## src/rtl/led_matrix_scanner_pkg.sv

```systemverilog
// led_pkg: shared frame geometry and scan state encoding for the LED matrix scanner
package led_pkg;
  localparam int ROWS = 16;
  localparam int COLS = 16;
  typedef enum logic [2:0] {FETCH, SHIFT, BLANK, LATCH, DWELL} scan_state_t;
  typedef logic [ROWS-1:0][COLS-1:0] pixel_frame_t;
endpackage

```

## src/rtl/led_matrix_scanner_if.sv

```systemverilog
// led_matrix_scanner_if: board-side pins driven by the scanner
interface led_matrix_scanner_if;
  logic SER_R;
  logic SER_G;
  logic SRCLK;
  logic RCLK;
  logic OE_n;
  logic [3:0] ROW_SEL;
  logic FRAME_START;
  modport master(output SER_R, SER_G, SRCLK, RCLK, OE_n, ROW_SEL, FRAME_START);
  modport slave(input SER_R, SER_G, SRCLK, RCLK, OE_n, ROW_SEL, FRAME_START);
endinterface

```

## src/rtl/led_matrix_scanner_row_shifter.sv

```systemverilog
// led_row_shifter: 16-bit parallel-load register shifting out MSB first
module led_row_shifter
  import led_pkg::*;
(
  input  logic            clk,
  input  logic            rst_n,
  input  logic            load,
  input  logic            shift,
  input  logic [COLS-1:0] din,
  output logic            msb
);
  logic [COLS-1:0] q;
  // load wins over shift; shifting pulls zeros in from the bottom
  always_ff @(posedge clk or negedge rst_n)
    if (!rst_n) q <= '0;
    else if (load) q <= din;
    else if (shift) q <= {q[COLS-2:0], 1'b0};
  assign msb = q[COLS-1];
endmodule

```

## src/rtl/led_matrix_scanner.sv

```systemverilog
// led_matrix_scanner: snapshots a bicolor frame and scans it row by row onto the LED board
module led_matrix_scanner
  import led_pkg::*;
#(
  parameter int DWELL_CYCLES = 1000
) (
  input  logic         CLK,
  input  logic         RST,
  input  pixel_frame_t RedPixels,
  input  pixel_frame_t GrnPixels,
  led_matrix_scanner_if.master board
);
  localparam int DW = $clog2(DWELL_CYCLES + 1);
  scan_state_t state, state_d;
  logic [3:0] r, bit_cnt, row_sel, row_sel_d;
  logic [DW-1:0] dwell_cnt;
  logic phase, lit, lit_d, load, shift, row_done, red_msb, grn_msb;
  logic ser_r, ser_g, srclk, rclk, oe_n, frame_start;
  logic ser_r_d, ser_g_d, srclk_d, rclk_d, oe_n_d, frame_start_d;
  pixel_frame_t red_buf, grn_buf;
  logic [COLS-1:0] red_row, grn_row;
  assign red_row = (r == 4'd0) ? RedPixels[0] : red_buf[r];
  assign grn_row = (r == 4'd0) ? GrnPixels[0] : grn_buf[r];
  led_row_shifter u_red (.clk(CLK), .rst_n(RST), .load(load), .shift(shift), .din(red_row), .msb(red_msb));
  led_row_shifter u_grn (.clk(CLK), .rst_n(RST), .load(load), .shift(shift), .din(grn_row), .msb(grn_msb));
  // scan state register
  always_ff @(posedge CLK or negedge RST)
    if (!RST) state <= FETCH;
    else state <= state_d;
  // next state and next registered pin values; data is set in phase A so it is stable at the SRCLK rise
  always_comb begin
    state_d = state;
    load = 1'b0;
    shift = 1'b0;
    row_done = 1'b0;
    ser_r_d = ser_r;
    ser_g_d = ser_g;
    srclk_d = 1'b0;
    rclk_d = 1'b0;
    oe_n_d = ~lit;
    frame_start_d = 1'b0;
    row_sel_d = row_sel;
    lit_d = lit;
    case (state)
      FETCH: begin
        load = 1'b1;
        frame_start_d = (r == 4'd0);
        state_d = SHIFT;
      end
      SHIFT: begin
        ser_r_d = phase ? ser_r : red_msb;
        ser_g_d = phase ? ser_g : grn_msb;
        srclk_d = phase;
        shift = phase;
        state_d = (phase && bit_cnt == 4'd15) ? BLANK : SHIFT;
      end
      BLANK: begin
        oe_n_d = 1'b1;
        state_d = LATCH;
      end
      LATCH: begin
        rclk_d = 1'b1;
        row_sel_d = r;
        oe_n_d = 1'b1;
        lit_d = 1'b1;
        state_d = DWELL;
      end
      DWELL: begin
        oe_n_d = 1'b0;
        row_done = (dwell_cnt == DW'(DWELL_CYCLES - 1));
        state_d = row_done ? FETCH : DWELL;
      end
      default: state_d = FETCH;
    endcase
  end
  // row/bit/dwell counters and the frame buffer captured at the start of each frame
  always_ff @(posedge CLK or negedge RST)
    if (!RST) begin
      r <= 4'd0;
      bit_cnt <= 4'd0;
      phase <= 1'b0;
      dwell_cnt <= '0;
      lit <= 1'b0;
      red_buf <= '0;
      grn_buf <= '0;
    end else begin
      lit <= lit_d;
      phase <= (state == SHIFT) ? ~phase : 1'b0;
      bit_cnt <= (state == FETCH) ? 4'd0 : bit_cnt + {3'd0, shift};
      dwell_cnt <= (state == DWELL) ? dwell_cnt + 1'b1 : '0;
      r <= r + {3'd0, row_done};
      if (load && r == 4'd0) begin
        red_buf <= RedPixels;
        grn_buf <= GrnPixels;
      end
    end
  // registered board pins
  always_ff @(posedge CLK or negedge RST)
    if (!RST) begin
      ser_r <= 1'b0;
      ser_g <= 1'b0;
      srclk <= 1'b0;
      rclk <= 1'b0;
      oe_n <= 1'b1;
      row_sel <= 4'd0;
      frame_start <= 1'b0;
    end else begin
      ser_r <= ser_r_d;
      ser_g <= ser_g_d;
      srclk <= srclk_d;
      rclk <= rclk_d;
      oe_n <= oe_n_d;
      row_sel <= row_sel_d;
      frame_start <= frame_start_d;
    end
  assign board.SER_R = ser_r;
  assign board.SER_G = ser_g;
  assign board.SRCLK = srclk;
  assign board.RCLK = rclk;
  assign board.OE_n = oe_n;
  assign board.ROW_SEL = row_sel;
  assign board.FRAME_START = frame_start;
endmodule

```

## src/flat_wrapper.sv

```systemverilog
// flat-port wrapper written by rule: the top's interface ports become plain ports
module led_matrix_scanner_flat import led_pkg::*;
#(
  parameter int DWELL_CYCLES = 1000
)
  (CLK, RST, RedPixels, GrnPixels, board_SER_R, board_SER_G, board_SRCLK, board_RCLK, board_OE_n, board_ROW_SEL, board_FRAME_START);
  led_matrix_scanner_if board_i ();
  input  logic CLK;
  input  logic RST;
  input  pixel_frame_t RedPixels;
  input  pixel_frame_t GrnPixels;
  output wire logic [$bits(board_i.SER_R)-1:0] board_SER_R;
  output wire logic [$bits(board_i.SER_G)-1:0] board_SER_G;
  output wire logic [$bits(board_i.SRCLK)-1:0] board_SRCLK;
  output wire logic [$bits(board_i.RCLK)-1:0] board_RCLK;
  output wire logic [$bits(board_i.OE_n)-1:0] board_OE_n;
  output wire logic [$bits(board_i.ROW_SEL)-1:0] board_ROW_SEL;
  output wire logic [$bits(board_i.FRAME_START)-1:0] board_FRAME_START;
  assign board_SER_R = board_i.SER_R;
  assign board_SER_G = board_i.SER_G;
  assign board_SRCLK = board_i.SRCLK;
  assign board_RCLK = board_i.RCLK;
  assign board_OE_n = board_i.OE_n;
  assign board_ROW_SEL = board_i.ROW_SEL;
  assign board_FRAME_START = board_i.FRAME_START;
  led_matrix_scanner #(.DWELL_CYCLES(DWELL_CYCLES)) u_core (.CLK(CLK), .RST(RST), .RedPixels(RedPixels), .GrnPixels(GrnPixels), .board(board_i));
endmodule
```

## config.mk

```make
export PLATFORM = sky130hd
export DESIGN_NAME = led_matrix_scanner_flat
export DESIGN_NICKNAME = d
export VERILOG_FILES = /design/src/rtl/led_matrix_scanner_pkg.sv /design/src/rtl/led_matrix_scanner_if.sv /design/src/rtl/led_matrix_scanner_row_shifter.sv /design/src/rtl/led_matrix_scanner.sv /design/src/flat_wrapper.sv
export SDC_FILE = /design/constraint.sdc
export NUM_CORES = 1
export LEC_CHECK = 0
export BUFFER_PORTS_ARGS = -buffer_cell sky130_fd_sc_hd__buf_2
export CELL_PAD_IN_SITES_DETAIL_PLACEMENT = 1
export CELL_PAD_IN_SITES_GLOBAL_PLACEMENT = 1
export CORE_AREA = 2 2 234 236
export DETAILED_ROUTE_END_ITERATION = 8
export DIE_AREA = 0 0 236 238
export GPL_TIMING_DRIVEN = 0
export PLACE_DENSITY_LB_ADDON = 0.05
export SYNTH_ARGS = -nofsm -noshare
export SYNTH_HDL_FRONTEND = slang
export SYNTH_SLANG_ARGS = --single-unit
```

## constraint.sdc

```tcl
create_clock -name CLK -period 5.4 [get_ports CLK]
set_input_delay 1.08 -clock CLK [delete_from_list [all_inputs] [get_ports CLK]]
set_output_delay 1.08 -clock CLK [all_outputs]
set_load 0.1 [all_outputs]
```

==> summary.txt, run 1 <==
Global route
  – Gr ovfl total: 0
  – Vias in the first global route: 19800
  – Largest net degree at the start of global routing: 109
  – First-pass GRT wire length: 128 mm
  – Initial antenna violation count: 57
  – Gr usage total: 31.0%

Floorplanning
  – Chip Width: 236 um
  – Initial Utilization: 48.8%
  – FP Rows: 85
  – Die Y: 238 um
  – Die area: 56200 um2
  – I/O pin cnt: 524
  – Core Region: 53500 um2

Timing
  – Final period utilization: 54.7%
  – Achievable clock frequency: 339 MHz
  – Final WS setup: 2.45 ns
  – Setup violators final: 0
  – Slew @ Worst Pin: 0.846 ns
  – Final min period: 2.95 ns
  – Final Hold Viols: 0
  – Setup TNS: 0 ns
  – Clk_skew: 0.0212 ns
  – Pins Over Slew Limit: 0
  – Unrepaired setup endpoints after global routing: false
  – Worst rel slew slack: 43.6%

Synth
  – Post-synth top area cell: dfrtp_1
  – Simple-gate share of the synthesized area: 3.17%
  – Yosys reg bits: 577
  – Synth area leaders: dfrtp_1, mux2_2, mux4_2
  – XOR/XNOR Fraction of Synth Area: 0.436%
  – Share of the yosys chip area belonging to registers: 55.3%
  – Synth Instances: 1722
  – Post-synth top area share: 55.2%
  – Post-synthesis mux area share: 33.0%
  – EDFF count, synth: 0
  – Ys flop type: dfrtp_1
  – Post-synthesis cell type count: 43
  – Compound-Gate Fraction of Synth Area: 4.02%
  – Mean Syn Cell Area: 15.2 um2
  – Synth Net Count: 2241
  – Async SR Flop Fraction: 100%
  – Post-synthesis adder-cell area fraction: 0.240%
  – Cell Area, Synth: 26100 um2
  – Largest family of logic cells by synthesized area: multiplexers
  – Syn. warnings: 0

Layout
  – Most frequent cells in the layout: dfrtp_1, buf_2, mux2_2
  – Share of layout cells above drive strength 1: 55.6%
  – Final Core Density: 59.8%
  – Synthesis-to-finish area growth: 22.5%
  – Nets: 2837
  – Commonest non-fill, non-tap cell in the layout: dfrtp_1

Clocking
  – Reg clk slew, reported paths: 0.06 ns
  – Hold-fix buffers, CTS: 0
  – Clock root buffer: clkbuf_16
  – Clock Latency Late Sink: 0.60 ns
  – CTS buffer count: 66
  – Clock sinks: 577
  – H-tree depth: 3
  – CTS tree: done
  – CTS Buffer Depth: 3
  – Post-cts resize count: 0
  – Setup Fix Bufs, Post-CTS: 0

Flow run
  – Max-Cap Viols: 0

Place
  – Number of port buffers: 523
  – Hpwl dp: 64.9 mm
  – Dpl ws: 2.29 ns
  – Final Wtd Congestion: 0.838

Worst setup path
  – Path type of the worst setup path: reg2reg
  – Worst setup SP type: register
  – Crit end category: register
  – Reg2reg setup slack: 2.45 ns
  – FF-to-FF End: u_core.u_grn.q[8]$_DFFE_PN0P_
  – Reg-to-reg startpoint: u_core.r[1]$_DFF_PN0_
  – Worst Setup SP: u_core.r[1]$_DFF_PN0_
  – Critical path peak fanout: 10
  – CP endpoint: u_core.u_grn.q[8]$_DFFE_PN0P_
  – CP arrival: 3.42 ns
  – Worst endpoint required time: 5.86 ns
  – Reg2reg path depth: 6

Worst hold path
  – Startpoint of the worst hold path: u_core.lit$_DFFE_PN0P_
  – Worst Hold Class: reg2reg

Power
  – Worst VDD drop: 0.211 mV
  – Design Power: 0.00976 W
  – Leakage: 13.7 nW
  – Cell Pwr Density: 305 nW/um2

Routing
  – DR pass1 iterations: 5
  – First-iteration detailed-routing DRC count: 841
  – Remaining antenna violation count: 0
  – Via density: 5.72
  – Routed WL: 86.5 mm
  – DR vias: 17700
  – Drc violations: 0
  – Wire per inst: 28.0 um

Outcome
  – Outcome: finished, final reports clean
synthesized netlist by cell type (11+ instances only):
| cell type | count |
|---|---|
| dfrtp_1 | 576 |
| mux2_2 | 499 |
| mux4_2 | 95 |
| nand2_1 | 70 |
| mux2i_1 | 66 |
| nor2_1 | 50 |
| buf_6 | 48 |
| clkbuf_1 | 39 |
| and3_1 | 36 |
| a21oi_1 | 32 |
| o221ai_1 | 31 |
| a221oi_1 | 30 |
| o32ai_1 | 30 |
| buf_4 | 29 |
| mux2_1 | 17 |
| buf_2 | 11 |
flip-flops by register name, summed over array words and instances (netlist names):
| register | cells |
|---|---|
| u_core.board.ROW_SEL | 4 |
| u_core.u_red.q | 16 |
| u_core.phase | 1 |
| u_core.board.OE_n | 1 |
| u_core.lit | 1 |
| u_core.u_grn.q | 16 |
| u_core.board.RCLK | 1 |
| u_core.red_buf | 256 |
| u_core.bit_cnt | 4 |
| u_core.state | 3 |
| u_core.board.SER_G | 1 |
| u_core.board.SER_R | 1 |
| u_core.board.SRCLK | 1 |
| u_core.dwell_cnt | 10 |
| u_core.r | 4 |
| u_core.grn_buf | 256 |
| u_core.board.FRAME_START | 1 |
worst max-delay path: stages (launching register included):
cell,delay (ns)
dfrtp_1,0.41
clkbuf_1,0.64
nand2_1,0.36
clkbuf_1,0.44
o221ai_1,0.44
a21oi_1,0.15
o32ai_1,0.38
kinds of logic after synthesis:
kind of cell / count (synthesis)
adders and majority gates: 5
xor gates and xnor gates: 13
muxes: 677
buffers and inverters: 134
DFF: 577
AOI/OAI and AO/OA: 136
and+or+nand+nor: 180
layout make-up:
cell class / instances / area (um2)
clock inverter: 13 / 146
antenna: 33 / 82.6
sequential: 577 / 14400
fill: 5250 / 21500
buffer: 129 / 967
inverter: 5 / 18.8
clock buffer: 96 / 2010
timing repair buffer: 528 / 2770
multi-input combinational: 1011 / 10700
tap: 696 / 871
worst min path at each step:
stage	to	slack, ns	depth (start not counted)
floorplan	u_core.board.OE_n$_DFF_PN1_	0.40	1
global placement	u_core.board.OE_n$_DFF_PN1_	0.42	1
detailed placement	u_core.board.OE_n$_DFF_PN1_	0.44	1
CTS	u_core.board.OE_n$_DFF_PN1_	0.46	1
global route	u_core.board.OE_n$_DFF_PN1_	0.48	1
finish	u_core.board.OE_n$_DFF_PN1_	0.46	1
power breakdown:
part | switching [W] | internal (W) | total [W]
registers | 0.000111 | 0.00452 | 0.00463
clock network | 0.00180 | 0.00271 | 0.00452
logic | 0.000265 | 0.000344 | 0.000609
total | 0.00218 | 0.00758 | 0.00976
per-layer routing:
metal | global-route usage [%] | wire length (um) | vias up
met2 | 51.0 | 42000 | 550
li1 | - | - | 7653
met1 | 39.5 | 35900 | 9221
met3 | 9.09 | 5660 | 188
met4 | 10.2 | 2470 | 56
met5 | 0 | 348 | -
per-stage QoR:
stage	hold slack, ns	std cells	area [um2]
floorplan	0.398	1722	26100
global placement	0.422	2941	29600
detailed placement	0.438	2946	29700
CTS	0.461	3055	31900
global route	0.482	3080	31900
finish	0.457	3088	32000
Note: power is estimated with default switching activity, not from simulation.
==> inputs of run 2 (changes only) <==
--- a/config.mk
+++ b/config.mk
@@ -8,9 +8,9 @@
 export BUFFER_PORTS_ARGS = -buffer_cell sky130_fd_sc_hd__buf_2
 export CELL_PAD_IN_SITES_DETAIL_PLACEMENT = 1
 export CELL_PAD_IN_SITES_GLOBAL_PLACEMENT = 1
-export CORE_AREA = 2 2 234 236
+export CORE_AREA = 2 2 256 258
 export DETAILED_ROUTE_END_ITERATION = 8
-export DIE_AREA = 0 0 236 238
+export DIE_AREA = 0 0 258 260
 export GPL_TIMING_DRIVEN = 0
 export PLACE_DENSITY_LB_ADDON = 0.05
 export SYNTH_ARGS = -nofsm -noshare
==> constraint.sdc (replaced) <==
create_clock -name CLK -period 2.5 [get_ports CLK]
set_input_delay 0.5 -clock CLK [delete_from_list [all_inputs] [get_ports CLK]]
set_output_delay 0.5 -clock CLK [all_outputs]
set_load 0.1 [all_outputs]
==> run 2 against run 1 <==
Critical endpoint is now u_core.red_buf[112]$_DFFE_PN0P_. Clock power grew 110%. Worst setup slack lost 2.4 ns. Critical path depth grew 1. First-iteration DRC count shrank 7.1%. Largest power group unchanged. Power grew 120%. Final cell count grew 4.8%. Critical path type unchanged. Clock skew shrank 0.0033 ns. Routed wire length grew 0.55%. Maximum frequency grew 23%. Flip-flop and latch count is the same. Sequential share of layout area shrank 0.44 points.
==> summary.txt, run 2 (synthesis gave the netlist of run 1 again) <==
Floorplanning
  – Initial Utilization: 40.7% (-8.1 points)
  – Core Region: 64100 um2 (+20%)
  – FP Rows: 93 (+9.4%)
  – I/O pin cnt: 524 (unchanged)
  – Chip Width: 258 um (+9.3%)
  – Die area: 67100 um2 (+19%)
  – Die Y: 260 um (+9.2%)

Timing
  – Final period utilization: 96.2% (+42 points)
  – Pins Over Slew Limit: 0 (unchanged)
  – Final WS setup: 0.0942 ns (-2.35 ns)
  – Unrepaired setup endpoints after global routing: false
  – Achievable clock frequency: 416 MHz (+23%)
  – Hold slack: 0.125 ns (-0.332 ns)
  – Setup TNS: 0 ns (unchanged)
  – Clk_skew: 0.0180 ns (-0.00325 ns)
  – Setup violators final: 0 (unchanged)
  – Final min period: 2.41 ns (-0.548 ns)
  – Final Hold Viols: 0 (unchanged)
  – Slew @ Worst Pin: 0.886 ns (+0.0400 ns)
  – Worst rel slew slack: 40.6% (-3.0 points)

Clocking
  – Clock sinks: 577 (unchanged)
  – CTS buffer count: 67 (+1.5%)
  – H-tree depth: 3 (unchanged)
  – Clock root buffer: clkbuf_16
  – Clock Latency Late Sink: 0.60 ns (about the same)
  – Reg clk slew, reported paths: 0.06 ns (about the same)
  – CTS tree: done
  – CTS Buffer Depth: 3 (unchanged)

Layout
  – Synthesis-to-finish area growth: 23.7%
  – Share of layout cells above drive strength 1: 56.8% (+1.2 points)
  – Nets: 2839 (+0.070%)
  – Final Core Density: 50.3% (-9.4 points)
  – Final instance area: 32300 um2 (+0.99%)
  – Commonest non-fill, non-tap cell in the layout: dfrtp_1
  – Most frequent cells in the layout: dfrtp_1, buf_2, mux2_2
  – Largest regs: u_core.grn_buf: 256 flops, u_core.red_buf: 256 flops

Worst setup path
  – Slowest-stage cell, CP: or4_4
  – Largest stage delay on the critical path: 0.54 ns (-0.10 ns)
  – Critical path peak fanout: 10 (unchanged)
  – Reg-to-reg startpoint: u_core.r[3]$_DFF_PN0_
  – Crit end category: register
  – Worst path most repeated cell: buf_4
  – Worst Setup SP: u_core.r[3]$_DFF_PN0_
  – Worst endpoint required time: 2.98 ns (-2.88 ns)
  – Crit path cell chain: buf_2 > or4_4 > nor2_4 > buf_4 > buf_4 > buf_6 > mux2_2
  – CP arrival: 2.88 ns (-0.54 ns)
  – Path type of the worst setup path: reg2reg
  – Worst setup SP type: register

Worst hold path
  – Startpoint of the worst hold path: GrnPixels[250]
  – Worst Hold Class: in2reg

Routing
  – Drc violations: 0 (unchanged)
  – DR pass1 iterations: 5 (unchanged)
  – Via density: 5.40 (-5.7%)
  – Routed WL: 86.9 mm (+0.55%)
  – Wire per inst: 26.9 um (-4.1%)
  – Remaining antenna violation count: 0 (unchanged)
  – DR vias: 17500 (-1.1%)
  – First-iteration detailed-routing DRC count: 781 (-7.1%)

Place
  – Dpl ws: -0.379 ns (-2.66 ns)
  – Hpwl dp: 67.1 mm (+3.4%)
  – Post-Place Cell Area: 29900 um2 (+0.67%)
  – Final Wtd Congestion: 0.832 (-0.74%)
  – Number of port buffers: 523 (unchanged)

Power
  – Worst VDD drop: 0.456 mV (+120%)
  – Cell Pwr Density: 651 nW/um2 (+110%)
  – Leakage: 13.8 nW (+0.35%)

Global route
  – Gr usage total: 26.0% (-5.0 points)
  – Initial antenna violation count: 38 (-33%)
  – First-pass GRT wire length: 129 mm (+0.36%)
  – Largest net degree at the start of global routing: 118 (+8.3%)
  – Gr ovfl total: 0 (unchanged)
  – Vias in the first global route: 19600 (-0.91%)

Flow run
  – Max-Cap Viols: 0 (unchanged)

Outcome
  – Outcome: finished, final reports clean
## run 2: cell count changes in the layout (fill, tap and decap cells not counted), moves of 4 or more
cell      previous run  this run
clkbuf_2             0         9
buf_6               48        55
buf_4               29        22
a21oi_2              0        20
a21oi_1             32        12
diode_2             33        14
clkbuf_1            50        46
## run 2: power breakdown
| group | internal (W) | switching, W |
|---|---|---|
| Clock | 0.00578 | 0.00392 |
| Combinational | 0.000743 | 0.000564 |
| Sequential | 0.00977 | 0.000227 |
## run 2: routing by layer
metal  GRT usage, %  vias to the layer above  share of wire [%]
met3           5.66                      160                5.0
met4           7.59                       46                2.5
met5              0                        -               0.33
met1           34.5                     9174                 44
met2           43.0                      431                 48
li1               -                     7656                  -
## run 2: critical path, delay by kind of cell (launching register included)
family | cells | cell delay [ns]
buffers and inverters | 4 | 0.83
and+or+nand+nor | 2 | 0.74
DFF | 1 | 0.35
muxes | 1 | 0.35
## run 2: what timing repair did
action | 4_1_cts | 5_1_grt
hold endpoints to repair | 40 | 0
endpoints found under the setup margin | 44 | 102
hold buffers | 1 | 0
buffers inserted | 2 | 0
gates resized for setup | 39 | 12
pin swaps | 1 | 1
## run 2: final timing paths
kind	slack (ns)	cells after the start	end
hold reg to reg	0.43	1	u_core.board.OE_n$_DFF_PN1_
min in group asynchronous	0.39	2	u_core.grn_buf[217]$_DFFE_PN0P_
hold / removal	0.13	2	u_core.grn_buf[250]$_DFFE_PN0P_
max in group asynchronous	0.32	5	u_core.red_buf[88]$_DFFE_PN0P_
setup / recovery	0.09	7	u_core.red_buf[112]$_DFFE_PN0P_
setup reg to reg	0.09	7	u_core.red_buf[112]$_DFFE_PN0P_
## run 2: cell type report
cell class                 instances  area, um2
buffer                           127       1030
sequential                       577      14400
clock buffer                     101       1990
antenna                           14       35.0
timing repair buffer             531       2800
tap                              855       1070
clock inverter                    16        163
fill                            6437      31800
multi-input combinational       1011      10700
inverter                           5       18.8
## run 2: stage by stage
stage	total power [W]	instances
after floorplan	0.0106	1722
after global placement	0.0114	3100
after detailed placement	0.0115	3105
after CTS	0.0213	3224
after global routing	0.0218	3229
final	0.0210	3237
